File: config.mk
export PLATFORM = sky130hd
export DESIGN_NAME = seven_seg_scan
export DESIGN_NICKNAME = d
export VERILOG_FILES = /design/src/rtl/seven_seg_scan.sv
export SDC_FILE = /design/constraint.sdc
export NUM_CORES = 1
export LEC_CHECK = 0
export CORE_AREA = 3 3 84 126
export DETAILED_ROUTE_END_ITERATION = 7
export DIE_AREA = 0 0 87 129
export PLACE_DENSITY = 0.64
export RECOVER_POWER = 50
export SLEW_MARGIN = 20
export SYNTH_ARGS = -nofsm -noshare
export SYNTH_HDL_FRONTEND = slang
export SYNTH_SLANG_ARGS = --single-unit
File: constraint.sdc
create_clock -name clk -period 4.5 [get_ports clk]
set_input_delay 0.9 -clock clk [delete_from_list [all_inputs] [get_ports clk]]
set_output_delay 0.9 -clock clk [all_outputs]
set_load 0.005 [all_outputs]
File: src/rtl/seven_seg_scan.sv
// -----------------------------------------------------------------------------
// seven_seg_scan
//   Time-multiplexed scan driver for an 8-digit common-anode seven-segment
//   display. A 32-bit word is shown as 8 hex digits (digit 0 = rightmost).
//   The displayed value comes from a shadow latch that is reloaded only at
//   frame wrap, so a frame never mixes two values. The first BLANK_CYCLES
//   cycles of each digit slot keep all anodes off to suppress ghosting.
//
// Parameters
//   REFRESH_DIV   clock cycles per digit slot (>= 2)
//   BLANK_CYCLES  anode-off cycles at the start of each slot (< REFRESH_DIV)
//
// Ports
//   clk         system clock, rising edge
//   rst_n       asynchronous active-low reset
//   data_in     value to display; nibble k drives digit k
//   dp_mask     per-digit decimal point request, active-high
//   lz_blank    blank leading zero digits when high
//   freeze      hold the shadow latch at frame wrap when high
//   anode       digit enables, active-low (one-hot-low or all ones)
//   cathode     segments {g,f,e,d,c,b,a}, active-low
//   dp          decimal point segment, active-low
//   frame_tick  one-cycle pulse following a shadow reload
// -----------------------------------------------------------------------------
module seven_seg_scan #(
  parameter int REFRESH_DIV  = 100000,
  parameter int BLANK_CYCLES = 1000
) (
  input  logic        clk,
  input  logic        rst_n,
  input  logic [31:0] data_in,
  input  logic [7:0]  dp_mask,
  input  logic        lz_blank,
  input  logic        freeze,
  output logic [7:0]  anode,
  output logic [6:0]  cathode,
  output logic        dp,
  output logic        frame_tick
);

  localparam int            CW        = $clog2(REFRESH_DIV);
  localparam logic [CW-1:0] CNT_LAST  = CW'(REFRESH_DIV - 1);
  localparam logic [CW-1:0] BLANK_END = CW'(BLANK_CYCLES);

  // Scan position and frame-aligned copy of the inputs.
  logic [CW-1:0] cnt;
  logic [2:0]    dig;
  logic [31:0]   shadow_data;
  logic [7:0]    shadow_dp;

  logic          slot_end;
  logic          frame_wrap;

  // Combinational view of what the output registers load next.
  logic [3:0]    nib;
  logic          digit_blank;
  logic [7:0]    anode_next;
  logic [6:0]    cathode_next;
  logic          dp_next;

  // Active-low hex font, bit order {g,f,e,d,c,b,a}.
  function automatic logic [6:0] seg_encode(input logic [3:0] value);
    logic [6:0] seg;
    case (value)
      4'h0: seg = 7'h40;
      4'h1: seg = 7'h79;
      4'h2: seg = 7'h24;
      4'h3: seg = 7'h30;
      4'h4: seg = 7'h19;
      4'h5: seg = 7'h12;
      4'h6: seg = 7'h02;
      4'h7: seg = 7'h78;
      4'h8: seg = 7'h00;
      4'h9: seg = 7'h10;
      4'hA: seg = 7'h08;
      4'hB: seg = 7'h03;
      4'hC: seg = 7'h46;
      4'hD: seg = 7'h21;
      4'hE: seg = 7'h06;
      default: seg = 7'h0E;
    endcase
    return seg;
  endfunction

  assign slot_end   = (cnt == CNT_LAST);
  assign frame_wrap = slot_end && (dig == 3'd7);

  // ---------------------------------------------------------------------------
  // Slot / digit counters
  // ---------------------------------------------------------------------------
  // NOTE: clocked state always uses non-blocking (<=) so every register in the
  // design samples the same pre-edge values, regardless of block ordering.
  always_ff @(posedge clk or negedge rst_n) begin
    if (!rst_n) begin
      cnt <= '0;
      dig <= 3'd0;
    end else if (slot_end) begin
      cnt <= '0;
      dig <= dig + 3'd1;  // 3-bit counter wraps 7 -> 0 on its own
    end else begin
      cnt <= cnt + 1'b1;
    end
  end

  // ---------------------------------------------------------------------------
  // Shadow latch: reloaded only at frame wrap so a frame is never torn.
  // ---------------------------------------------------------------------------
  always_ff @(posedge clk or negedge rst_n) begin
    if (!rst_n) begin
      shadow_data <= '0;
      shadow_dp   <= '0;
    end else if (frame_wrap && !freeze) begin
      shadow_data <= data_in;
      shadow_dp   <= dp_mask;
    end
  end

  // ---------------------------------------------------------------------------
  // Digit decode
  // ---------------------------------------------------------------------------
  // NOTE: every signal driven here gets a default first; a path that leaves a
  // signal unassigned would infer a latch.
  always_comb begin
    nib          = 4'h0;
    digit_blank  = 1'b0;
    anode_next   = 8'hFF;
    cathode_next = 7'h7F;
    dp_next      = 1'b1;

    nib = shadow_data[{dig, 2'b00} +: 4];

    // A digit is a leading zero when it and every digit to its left are zero,
    // i.e. the shadow shifted down to this digit is zero. Digit 0 always shows.
    digit_blank = lz_blank && (dig != 3'd0)
                  && ((shadow_data >> {dig, 2'b00}) == 32'h0);

    if (cnt >= BLANK_END) begin
      anode_next = ~(8'h01 << dig);
    end

    if (!digit_blank) begin
      cathode_next = seg_encode(nib);
      dp_next      = ~shadow_dp[dig];
    end
  end

  // ---------------------------------------------------------------------------
  // Registered outputs: glitch-free pins, one cycle behind the scan state.
  // ---------------------------------------------------------------------------
  always_ff @(posedge clk or negedge rst_n) begin
    if (!rst_n) begin
      anode      <= 8'hFF;
      cathode    <= 7'h7F;
      dp         <= 1'b1;
      frame_tick <= 1'b0;
    end else begin
      anode      <= anode_next;
      cathode    <= cathode_next;
      dp         <= dp_next;
      frame_tick <= frame_wrap && !freeze;
    end
  end

endmodule

==> reports/summary.txt <==
status: complete, but fails checks
violated checks: capacitance limit, slew limit
cts bufs inserted: 9
sequential fraction of the synthesis area: 51.4%
count leader, synth: dfrtp_1
Post-synth ARST share: 100%
Slew Limit Fails: 78
worst-case clock buffer depth: 2
worst reg2reg path depth: 10
Hold Path Stages: 1
Setup crit end kind: flip-flop
Die Y: 129 µm
sequential fraction of design power: 46.1%
Synth top cells by count: dfrtp_1, mux2_2, nand2_1
switch share: 19.5%
Vias/cell: 5.26
post-synthesis cell area: 0.00379 mm²
fin crit period: 3.32 ns
CP startpoint kind: flip-flop
Power Dens Cells: 316 mW/mm²
Post-synth EDFFs: 0
Leak: 0.00213 µW
# clock sinks: 77
H-Tree Depth: 3
WP data required: 4.74 ns
post-DP HPWL: 5820 µm
cell with the largest stage delay on the worst path: dfrtp_1
Max Freq: 301 MHz
Area contributors post-synth: dfrtp_1, mux2_2, dfstp_2
Register-to-Register Setup Slack: 1.18 ns
Detailed Route WL: 7760 µm
cts repair resizes: 0
DRT iter0 DRCs: 63
maxcap violations: 1
first-pass GRT wire length: 13,100 µm
Int Power: 1210 µW
Mapped Cells: 313
Most Frequent Cell on Critical Path: nand2_1
CTS Root Buffer Type: clkbuf_16
worst-margin pin slew: 1.84 ns
ANT nets after route: 0
Final Skew: 0.00567 ns
Psw: 294 µW
Die Wd: 87 µm
port buffer count: 60
total grt overflow: 0
CTS tree: built
Avg Cell Area, Syn: 12.1 µm²
flops & latches, synth: 77
critical path type: reg2reg
cell taking the most area after synthesis: dfrtp_1
Finished Layout Cells: 490
core box area: 0.00963 mm²
DRC: 0
via count: 2,575
latest clock arrival within the worst-skew pair: 0.34 ns
DIE AREA: 0.0112 mm²
GRT Util Overall: 15.3%
layout cells sized above 1: 22.7%
Post-synth top flop: dfrtp_1
slew margin rel.: -22.8%
Min Hold Slack: 0.494 ns
syn nets: 371
worst-path cell chain: mux4_2 -> nand2_1 -> nand2_1 -> inv_1 -> ha_1 -> nand2_1 -> a21oi_1 -> nand2_1 -> or4b_1 -> o221ai_1
Unique masters post-synth: 45
Final GP Congestion: 0.827
crit path DAT: 3.56 ns
drt wl/cell: 15.8 µm
initial antenna violation count: 0
row count: 44
final worst path period share: 73.9%
Hold Crit Class: reg2reg
n_diodes: 0
Post-Route Setup TNS: 0 ns
final setup fails: 0
Net count, final: 428
CTS Hold Buffers Added: 0
Post-CTS Setup Inserts: 0
crit-path max cell delay: 0.97 ns
pin count of the biggest net entering global routing: 78
crit path max fanout: 26
Initial Utilization: 39.3%
Clock transition at path regs: 0.06 ns
Logic pwr share: 3.4%
YS warnings: 0
dpl cells: 474
final hold viol count: 0
Ports: 61
RSZ-0062 raised after global routing: false
number of global-route vias before repair: 2,746
drt pass-1 iters: 4
area grow syn2layout: 25.8%
top-area cell type share of the netlist area: 40.3%
maximum VDD drop: 229 µV
share of total power in the clock network: 50.5%
==> cells by family after synthesis <==
family,count (synthesis),share of synthesized area (%)
and+or+nand+nor,94,12.1
DFF,77,51.4
muxes,58,20.1
AOI/OAI and AO/OA,33,5.48
buffers and inverters,23,3.07
xor gates and xnor gates,14,3.24
adders and majority gates,14,4.62
==> area by class of cell <==
class | instances | area, µm²
multi-input cells | 213 | 1730
inverters | 8 | 30.0
fillers | 860 | 4870
clock inverters | 6 | 87.6
well taps | 115 | 144
repair buffers | 61 | 603
clock buffers | 10 | 229
flip-flops and latches | 77 | 1950
==> metrics by stage <==
| stage | power (µW) | utilization (%) | cell area (µm²) | worst slack, ns |
|---|---|---|---|---|
| 3_5_place_dp | 758 | 46.2 | 4450 | 1.13 |
| 4_1_cts | 1530 | 49.5 | 4770 | 1.13 |
| 6_report | 1510 | 49.5 | 4770 | 1.18 |
| 3_3_place_gp | 758 | 46.2 | 4450 | 1.27 |
| 5_1_grt | 1560 | 49.5 | 4770 | 0.888 |
| 2_1_floorplan | 706 | - | 3790 | 1.73 |
==> layout by cell type (no fill, tap or decap), types with 8 or more instances in the layout <==
cell type,instances
clkbuf_16,9
clkdlybuf4s50_1,59
dfrtp_1,61
dfstp_2,16
ha_1,14
mux2_2,38
mux4_2,9
nand2_1,36
nand3_1,8
nor2_1,17
o21ai_0,12
xor2_1,8
==> power groups by stage <==
stage / clock network [µW] / logic, µW / registers, µW
CTS: 783 / 53.4 / 693
finish: 761 / 51.1 / 693
global route: 808 / 55.9 / 693
floorplan: 0 / 0.565 / 705
detailed placement: 0 / 53.2 / 705
global placement: 0 / 52.8 / 705
==> worst max-delay path, delay by kind of cell (launching register included) <==
kind	cells	cell delay, ns
adders and majority gates	1	0.20
AOI/OAI and AO/OA	2	0.29
DFF	1	0.97
buffers and inverters	1	0.17
muxes	1	0.61
and+or+nand+nor	5	0.99
==> worst paths after layout <==
check                                         from                     endpoint
worst max register to register  dig[0]$_DFFE_PN0N_         cathode[5]$_DFF_PN1_
worst max-delay path            dig[0]$_DFFE_PN0N_         cathode[5]$_DFF_PN1_
worst min register to register    cnt[4]$_DFF_PN0_             cnt[4]$_DFF_PN0_
worst min-delay path              cnt[4]$_DFF_PN0_             cnt[4]$_DFF_PN0_
max in group asynchronous                    rst_n  shadow_data[11]$_DFFE_PN0P_
min in group asynchronous                    rst_n             cnt[8]$_DFF_PN0_
==> flip-flops by register name, summed over array words and instances (netlist names) <==
register	flops
dig	3
cathode	7
frame_tick	1
shadow_data	32
cnt	17
anode	8
dp	1
shadow_dp	8
==> layer usage <==
layer / vias to the layer above / global-route usage [%] / part of all wire, % / wire length [µm]
li1: 1232 / - / - / -
met1: 1268 / 17.0 / 40 / 3100
met2: 59 / 26.7 / 53 / 4130
met3: 16 / 4.16 / 4.3 / 334
met4: 0 / 7.52 / 2.4 / 186
met5: - / 0 / 0 / 0
No activity file was read; power rests on OpenSTA's default activity.
